--- src/rtl/struct_stream_fifo.sv ---
// ============================================================================
//  Module   : struct_stream_fifo
//  Brief    : Back-pressured first-word-fall-through FIFO carrying {tag, data}.
//  Revision : 1.0 - initial release
// ============================================================================
`default_nettype none

module struct_stream_fifo #(
  parameter int DATA_W = 8,
  parameter int TAG_W  = 2,
  parameter int DEPTH  = 4
) (
  input  logic                       i_clk,
  input  logic                       i_rst,
  input  logic                       i_flush,
  input  logic                       i_valid,
  output logic                       o_ready,
  input  logic [DATA_W-1:0]          i_data,
  input  logic [TAG_W-1:0]           i_tag,
  output logic                       o_valid,
  input  logic                       i_ready,
  output logic [DATA_W-1:0]          o_data,
  output logic [TAG_W-1:0]           o_tag,
  output logic [$clog2(DEPTH):0]     o_count
);

  localparam int AW = $clog2(DEPTH);
  localparam int WW = TAG_W + DATA_W;
  localparam logic [AW:0] c_DEPTH = (AW+1)'(DEPTH);

  logic [WW-1:0] r_mem [DEPTH];
  logic [AW:0]   r_wr_ptr;
  logic [AW:0]   r_rd_ptr;

  logic [AW:0]   w_count;
  logic          w_push;
  logic          w_pop;
  logic [WW-1:0] w_head;

  // Wrap bit in the MSB makes the modulo difference span 0..DEPTH.
  assign w_count = r_wr_ptr - r_rd_ptr;
  assign o_count = w_count;
  assign o_ready = (w_count != c_DEPTH) & ~i_flush;
  assign o_valid = (w_count != '0);
  assign w_push  = i_valid & o_ready;
  assign w_pop   = o_valid & i_ready;

  assign w_head = o_valid ? r_mem[r_rd_ptr[AW-1:0]] : '0;
  assign o_tag  = w_head[WW-1:DATA_W];
  assign o_data = w_head[DATA_W-1:0];

  always_ff @(posedge i_clk) begin
    if (i_rst || i_flush) begin
      r_wr_ptr <= '0;
      r_rd_ptr <= '0;
    end else begin
      if (w_push) r_wr_ptr <= r_wr_ptr + 1'b1;
      if (w_pop)  r_rd_ptr <= r_rd_ptr + 1'b1;
    end
  end

  // Storage is never reset; o_valid masks stale contents.
  always_ff @(posedge i_clk) begin
    if (w_push && !i_rst) r_mem[r_wr_ptr[AW-1:0]] <= {i_tag, i_data};
  end

endmodule

`default_nettype wire

--- config.mk ---
export PLATFORM = sky130hd
export DESIGN_NAME = struct_stream_fifo
export DESIGN_NICKNAME = d
export VERILOG_FILES = /design/src/rtl/struct_stream_fifo.sv
export SDC_FILE = /design/constraint.sdc
export NUM_CORES = 1
export LEC_CHECK = 0
export BUFFER_PORTS_ARGS = -buffer_cell sky130_fd_sc_hd__buf_2
export CAP_MARGIN = 20
export CORE_MARGIN = 10
export CORE_UTILIZATION = 55
export CTS_CLUSTER_SIZE = 10
export DETAILED_ROUTE_END_ITERATION = 8
export GPL_ROUTABILITY_DRIVEN = 0
export PLACE_DENSITY = 0.77
export SLEW_MARGIN = 5
export SYNTH_ARGS = -nofsm -noshare
export SYNTH_HDL_FRONTEND = slang
export SYNTH_SLANG_ARGS = --single-unit
--- constraint.sdc ---
create_clock -name i_clk -period 4.1 [get_ports i_clk]
set_clock_uncertainty 0.1 [all_clocks]
set_input_delay 0.82 -clock i_clk [delete_from_list [all_inputs] [get_ports i_clk]]
set_output_delay 0.82 -clock i_clk [all_outputs]
set_load 0.02 [all_outputs]
# == Word level (Yosys, flattened, before mapping) ==
# Memory sizes are Yosys's and may differ from the RTL's. A register that Yosys moved wholly into a read port is not among the register bits.
# Index checks and enable logic that the tools add are counted.
# totals
inputBits,15
mem_bits_rw,40
reg_bits,6
out_inout_bits,15
mem_count,1
# memory_table
memory,words,width,rd,rd_clocked_by_memory_dff,write_ports,line,text
r_mem,4,10,1,1,1,31,logic [WW-1:0] r_mem [DEPTH];
# op_classes
n_reduce_logical,4
bitwise_logic,4
add_sub_neg,3
muxes,5
eq_ne,1
# op_table
operator,count
2-to-1 mux 10 bit,1
adder 3 x 1 -> 3 bit (second input constant),2
2-to-1 mux 2 bit,2
AND 1 bit,3
!= test 3 bit (second input constant),1
nonzero test 3 bit,1
subtractor 3 bit,1
2-to-1 mux 1 bit,2
logical AND 1 bit,1
zero test 1 bit,1
logical OR 1 bit,1
inverter 1 bit,1

# == Longest topological paths before layout ==
# depth
ltp_word,7
mapped_depth,8
ltp_nobuf,7

# == Worst setup path after synthesis ==
# Ideal clock, no wire load.
# synth_timing
kind,register to register
startpoint,register r_wr_ptr[0]
endpoint,"memory r_mem[3][0] (netlist bit), enable pin"
path_buffers,0
setup_slack_ns,1.006
arrival_time_ns,2.602
stages_incl_launch_ff,8
setup_time_ns,0.392
path_cell_list,dfxtp_1 inv_1 ha_1 fa_1 xnor3_2 inv_4 a21oi_4 nor3b_1
# synth_between
elab_chain_len,7
# synth_rtl
element,line,text
from (decl),32,logic [AW:0] r_wr_ptr;
from (signal assigned),57,if (w_push) r_wr_ptr <= r_wr_ptr + 1'b1;
subtractor 3 bit,41,assign w_count = r_wr_ptr - r_rd_ptr;
via o_count[2],24,output logic [$clog2(DEPTH):0] o_count
!= test 3 bit,43,assign o_ready = (w_count != c_DEPTH) & ~i_flush;
AND 1 bit,43,
via o_ready,17,"output logic o_ready,"
AND 1 bit,45,assign w_push = i_valid & o_ready;
logical AND 1 bit,64,"if (w_push && !i_rst) r_mem[r_wr_ptr[AW-1:0]] <= {i_tag, i_data};"
2-to-1 mux 1 bit,64,
2-to-1 mux 1 bit (implied by the code),64,
to (decl),31,
# The timed path passes the listed nets, and every way through them passes these cells.

# == Worst setup path after layout ==
# layout_timing
startpoint,register r_wr_ptr[0]
endpoint,output o_tag[1]
# layout_between
elab_chain_len,3
# layout_rtl
element,line,text
subtractor 3 bit,41,
nonzero test 3 bit,44,assign o_valid = (w_count != '0);
2-to-1 mux 10 bit,48,assign w_head = o_valid ? r_mem[r_rd_ptr[AW-1:0]] : '0;
to (decl),23,"output logic [TAG_W-1:0] o_tag,"
# No other way between the ends.

==> flow_summary.html <==
<table>
<tr><th>Metric</th><th>Value</th></tr>
<tr><th colspan="2">Final layout</th></tr>
<tr><td>Layout cell share with drive strength beyond 1</td><td>0.391</td></tr>
<tr><td>Share of the core filled with cells in the final layout</td><td>0.645</td></tr>
<tr><td>Non-filler cells in the finished layout</td><td>204</td></tr>
<tr><td>Final net count</td><td>177</td></tr>
<tr><td># diodes</td><td>0</td></tr>
<tr><td>Commonest cells after routing, fill and taps aside</td><td>edfxtp_1, buf_2, nand2_1</td></tr>
<tr><td>Synth-to-layout area growth</td><td>13.1%</td></tr>
<tr><td>Commonest non-fill, non-tap cell in the layout</td><td>edfxtp_1</td></tr>
<tr><td>Fill count</td><td>266</td></tr>
<tr><th colspan="2">STA</th></tr>
<tr><td>Final cycle utilization of the critical path</td><td>0.895</td></tr>
<tr><td>Final Hold Violating Endpoints</td><td>0</td></tr>
<tr><td>Setup repair after global routing missed its margin</td><td>no</td></tr>
<tr><td>Setup Total Neg Slack</td><td>0 ns</td></tr>
<tr><td>Final setup violation count</td><td>0</td></tr>
<tr><td>Fin crit period</td><td>3.67 ns</td></tr>
<tr><td>Worst slew margin</td><td>0.539</td></tr>
<tr><td>Slew at the pin with the worst max-slew slack</td><td>0.690 ns</td></tr>
<tr><td>Timing-limited maximum frequency</td><td>273 MHz</td></tr>
<tr><td>Number of pins with negative max-slew slack in the final report</td><td>0</td></tr>
<tr><th colspan="2">Synth</th></tr>
<tr><td>Unique cell type count in the Yosys netlist</td><td>29</td></tr>
<tr><td>Synthesis-stage register bit count</td><td>48</td></tr>
<tr><td>Main flop type after synthesis</td><td>edfxtp_1</td></tr>
<tr><td>Synth async-reset ratio</td><td>0</td></tr>
<tr><td>Post-Synthesis Cells</td><td>121</td></tr>
<tr><td>Top area cells in the synthesized netlist</td><td>edfxtp_1, mux4_2, dfxtp_1</td></tr>
<tr><td>Count of synthesis-stage warnings from yosys</td><td>0</td></tr>
<tr><td>Sequential area share after synthesis</td><td>0.653</td></tr>
<tr><td>Post-synth top area cell</td><td>edfxtp_1</td></tr>
<tr><td>Synthesized area divided by synthesized cell count</td><td>17.2 um2</td></tr>
<tr><td>Nets in the synthesized netlist</td><td>143</td></tr>
<tr><td>Post-synthesis instance area</td><td>0.00209 mm2</td></tr>
<tr><td>Portion of synthesized cell area occupied by the leading cell type</td><td>0.576</td></tr>
<tr><td>Number of synthesized flops with an enable pin</td><td>40</td></tr>
<tr><th colspan="2">Power</th></tr>
<tr><td>Power Density</td><td>368 mW/mm2</td></tr>
<tr><td>Combinational fraction of design power</td><td>0.086</td></tr>
<tr><td>Design internal power</td><td>681 uW</td></tr>
<tr><td>Switching power summed over all nets</td><td>188 uW</td></tr>
<tr><td>Leakage dissipation</td><td>0.000895 uW</td></tr>
<tr><td>Sequential fraction of design power</td><td>0.616</td></tr>
<tr><td>Switching part of the total power</td><td>0.216</td></tr>
<tr><td>Share of power burned in the clock network</td><td>0.298</td></tr>
<tr><td>Peak supply drop</td><td>0.262 mV</td></tr>
<tr><th colspan="2">Clock network</th></tr>
<tr><td>Buffer cell driving the clock tree root</td><td>clkbuf_8</td></tr>
<tr><td>Hold Buf Count CTS</td><td>0</td></tr>
<tr><td>Quantity of gates resized following cts</td><td>0</td></tr>
<tr><td>Maximum clock insertion buffer count</td><td>2</td></tr>
<tr><td>TritonCTS Buffers</td><td>5</td></tr>
<tr><td>Clock tree from TritonCTS</td><td>yes</td></tr>
<tr><td>Clock sink count</td><td>48</td></tr>
<tr><td>Clock transition at the register clock pins on the worst setup and hold paths after CTS</td><td>0.08 ns</td></tr>
<tr><td>H-Tree Depth</td><td>2</td></tr>
<tr><td>Setup bufs post-CTS</td><td>0</td></tr>
<tr><td>Source-to-sink clock delay at the later pin of the worst-skew pair</td><td>0.29 ns</td></tr>
<tr><th colspan="2">Place</th></tr>
<tr><td>Port buffer count</td><td>29</td></tr>
<tr><td>Number of placed instances with taps included</td><td>196</td></tr>
<tr><td>Half-perimeter wire length after placement</td><td>2.58 mm</td></tr>
<tr><th colspan="2">Routing</th></tr>
<tr><td>Routed via count</td><td>1075</td></tr>
<tr><td>Average routed wire per standard cell</td><td>17.7 um</td></tr>
<tr><td>Detailed-router iteration count before antenna repair</td><td>4</td></tr>
<tr><td>DRC violation count after routing</td><td>0</td></tr>
<tr><td>Count of antenna-violating nets left after detailed routing</td><td>0</td></tr>
<tr><td>1st-iter DRT viols</td><td>80</td></tr>
<tr><td>Routed Wire Length</td><td>3.62 mm</td></tr>
<tr><td>Number of vias per cell</td><td>5.27</td></tr>
<tr><th colspan="2">Min path</th></tr>
<tr><td>Source of the worst hold timing path</td><td>r_wr_ptr[1]</td></tr>
<tr><td>End point of the worst hold path</td><td>r_wr_ptr[1]</td></tr>
<tr><td>Min-Delay Path Depth</td><td>2</td></tr>
<tr><td>Worst Hold Class</td><td>flip-flop to flip-flop</td></tr>
<tr><th colspan="2">Global routing</th></tr>
<tr><td>Largest net degree at the start of global routing</td><td>15</td></tr>
<tr><td>Initial antenna violation count</td><td>0</td></tr>
<tr><td>Global router's overall resource usage</td><td>0.118</td></tr>
<tr><td>Wire length of the first global-routing pass</td><td>5.81 mm</td></tr>
<tr><td>Via count of the first global-routing pass</td><td>1175</td></tr>
<tr><td>Total congestion overflow after global routing</td><td>0</td></tr>
<tr><th colspan="2">Floorplan</th></tr>
<tr><td>Die area</td><td>0.00666 mm2</td></tr>
<tr><td>Die Span X</td><td>81.6 um</td></tr>
<tr><td>Boundary pin count</td><td>30</td></tr>
<tr><td>Total number of placement rows</td><td>22</td></tr>
<tr><td>Core footprint</td><td>0.00366 mm2</td></tr>
<tr><td>Initial core utilization</td><td>0.570</td></tr>
<tr><td>Die height</td><td>81.6 um</td></tr>
<tr><th colspan="2">Job</th></tr>
<tr><td>Number of maximum-capacitance violations</td><td>0</td></tr>
<tr><th colspan="2">Critical path</th></tr>
<tr><td>Register-to-register setup slack</td><td>1.29 ns</td></tr>
<tr><td>RR Startpoint</td><td>r_wr_ptr[0]</td></tr>
<tr><td>Startpoint types</td><td>flip-flop</td></tr>
<tr><td>Class of the most critical setup path</td><td>flip-flop to output pin</td></tr>
<tr><td>R2R Path End</td><td>r_mem[2][1]</td></tr>
<tr><td>Worst Setup End Kind</td><td>output pin</td></tr>
<tr><td>Arrival time at the worst endpoint</td><td>2.75 ns</td></tr>
<tr><td>Critical path peak fanout</td><td>11</td></tr>
<tr><td>Endpoint required time on the critical path</td><td>3.18 ns</td></tr>
<tr><td>Depth of the worst register-to-register path</td><td>7</td></tr>
<tr><th colspan="2">Outcome</th></tr>
<tr><td>Run status</td><td>completed</td></tr>
</table>
-- synthesized netlist by cell type, drive strengths merged, types with 2 or more instances --
cell type and instances:
ha 6, inv 6, mux2i 6, mux4 10, buf 2, nor2 2
nor2b 11, dfxtp 8, or3 2, nand2 11, and3 3, edfxtp 40
a21oi 4
-- area by class of cell --
| class | count | area (um2) | area share |
|---|---|---|---|
| multi-input combinational | 64 | 679 | 0.288 |
| clock buffer | 7 | 76.3 | 0.0323 |
| tap | 48 | 60.1 | 0.0255 |
| timing repair buffer | 30 | 153 | 0.0647 |
| sequential | 48 | 1360 | 0.577 |
| clock inverter | 1 | 5.00 | 0.00212 |
| inverter | 6 | 25.0 | 0.0106 |
-- flip-flops by register name, summed over array words and instances, names as in the netlist, named ones only --
signal    cells
r_wr_ptr      3
r_mem        40
r_rd_ptr      3
-- through the flow --
step,worst slack (ns),hold slack [ns],power [uW],cell area [um2]
2_1_floorplan,1.01,0.368,596,2090
3_3_place_gp,0.818,0.379,620,2280
3_5_place_dp,0.699,0.402,623,2280
4_1_cts,0.381,0.413,877,2360
5_1_grt,0.292,0.451,900,2360
6_report,0.432,0.406,869,2360
-- critical path, stage by stage, from the launching register on --
cell     delay (ns)
dfxtp_1        0.39
inv_1          0.11
ha_1           0.22
fa_1           0.43
xnor3_2        0.40
inv_4          0.07
nor2_2         0.55
nor2b_1        0.10
buf_2          0.19
-- cells by family after synthesis --
group | share of synthesized area
buffers and inverters | 0.0216
xor gates and xnor gates | 0.0156
AOI/OAI and AO/OA | 0.0348
and+or+nand+nor | 0.0930
DFF | 0.653
muxes | 0.137
adders and majority gates | 0.0456
-- worst max-delay path by stage --
stage,end,start
2_1_floorplan,r_mem[3][0],r_wr_ptr[0]
3_3_place_gp,o_tag[1],r_wr_ptr[0]
3_5_place_dp,o_tag[1],r_wr_ptr[0]
4_1_cts,o_tag[1],r_wr_ptr[0]
5_1_grt,o_tag[1],r_wr_ptr[0]
6_report,o_tag[1],r_wr_ptr[0]
-- power groups by stage --
stage                     logic [uW]  registers, uW  clock network, uW
final                           75.0            535                259
after global routing            80.9            536                283
after CTS                       76.3            535                266
after detailed placement        76.0            547                  0
after floorplan                 50.9            545                  0
after global placement          73.3            546                  0
-- metal layers --
metal  GRT usage  wire [um]  vias up
li1            -          -      518
met1       0.133       1490      526
met2       0.194       1820       24
met5           0          0        -
met4      0.0663         72        0
met3      0.0404        230        7
(Power assumes the default switching activity.)
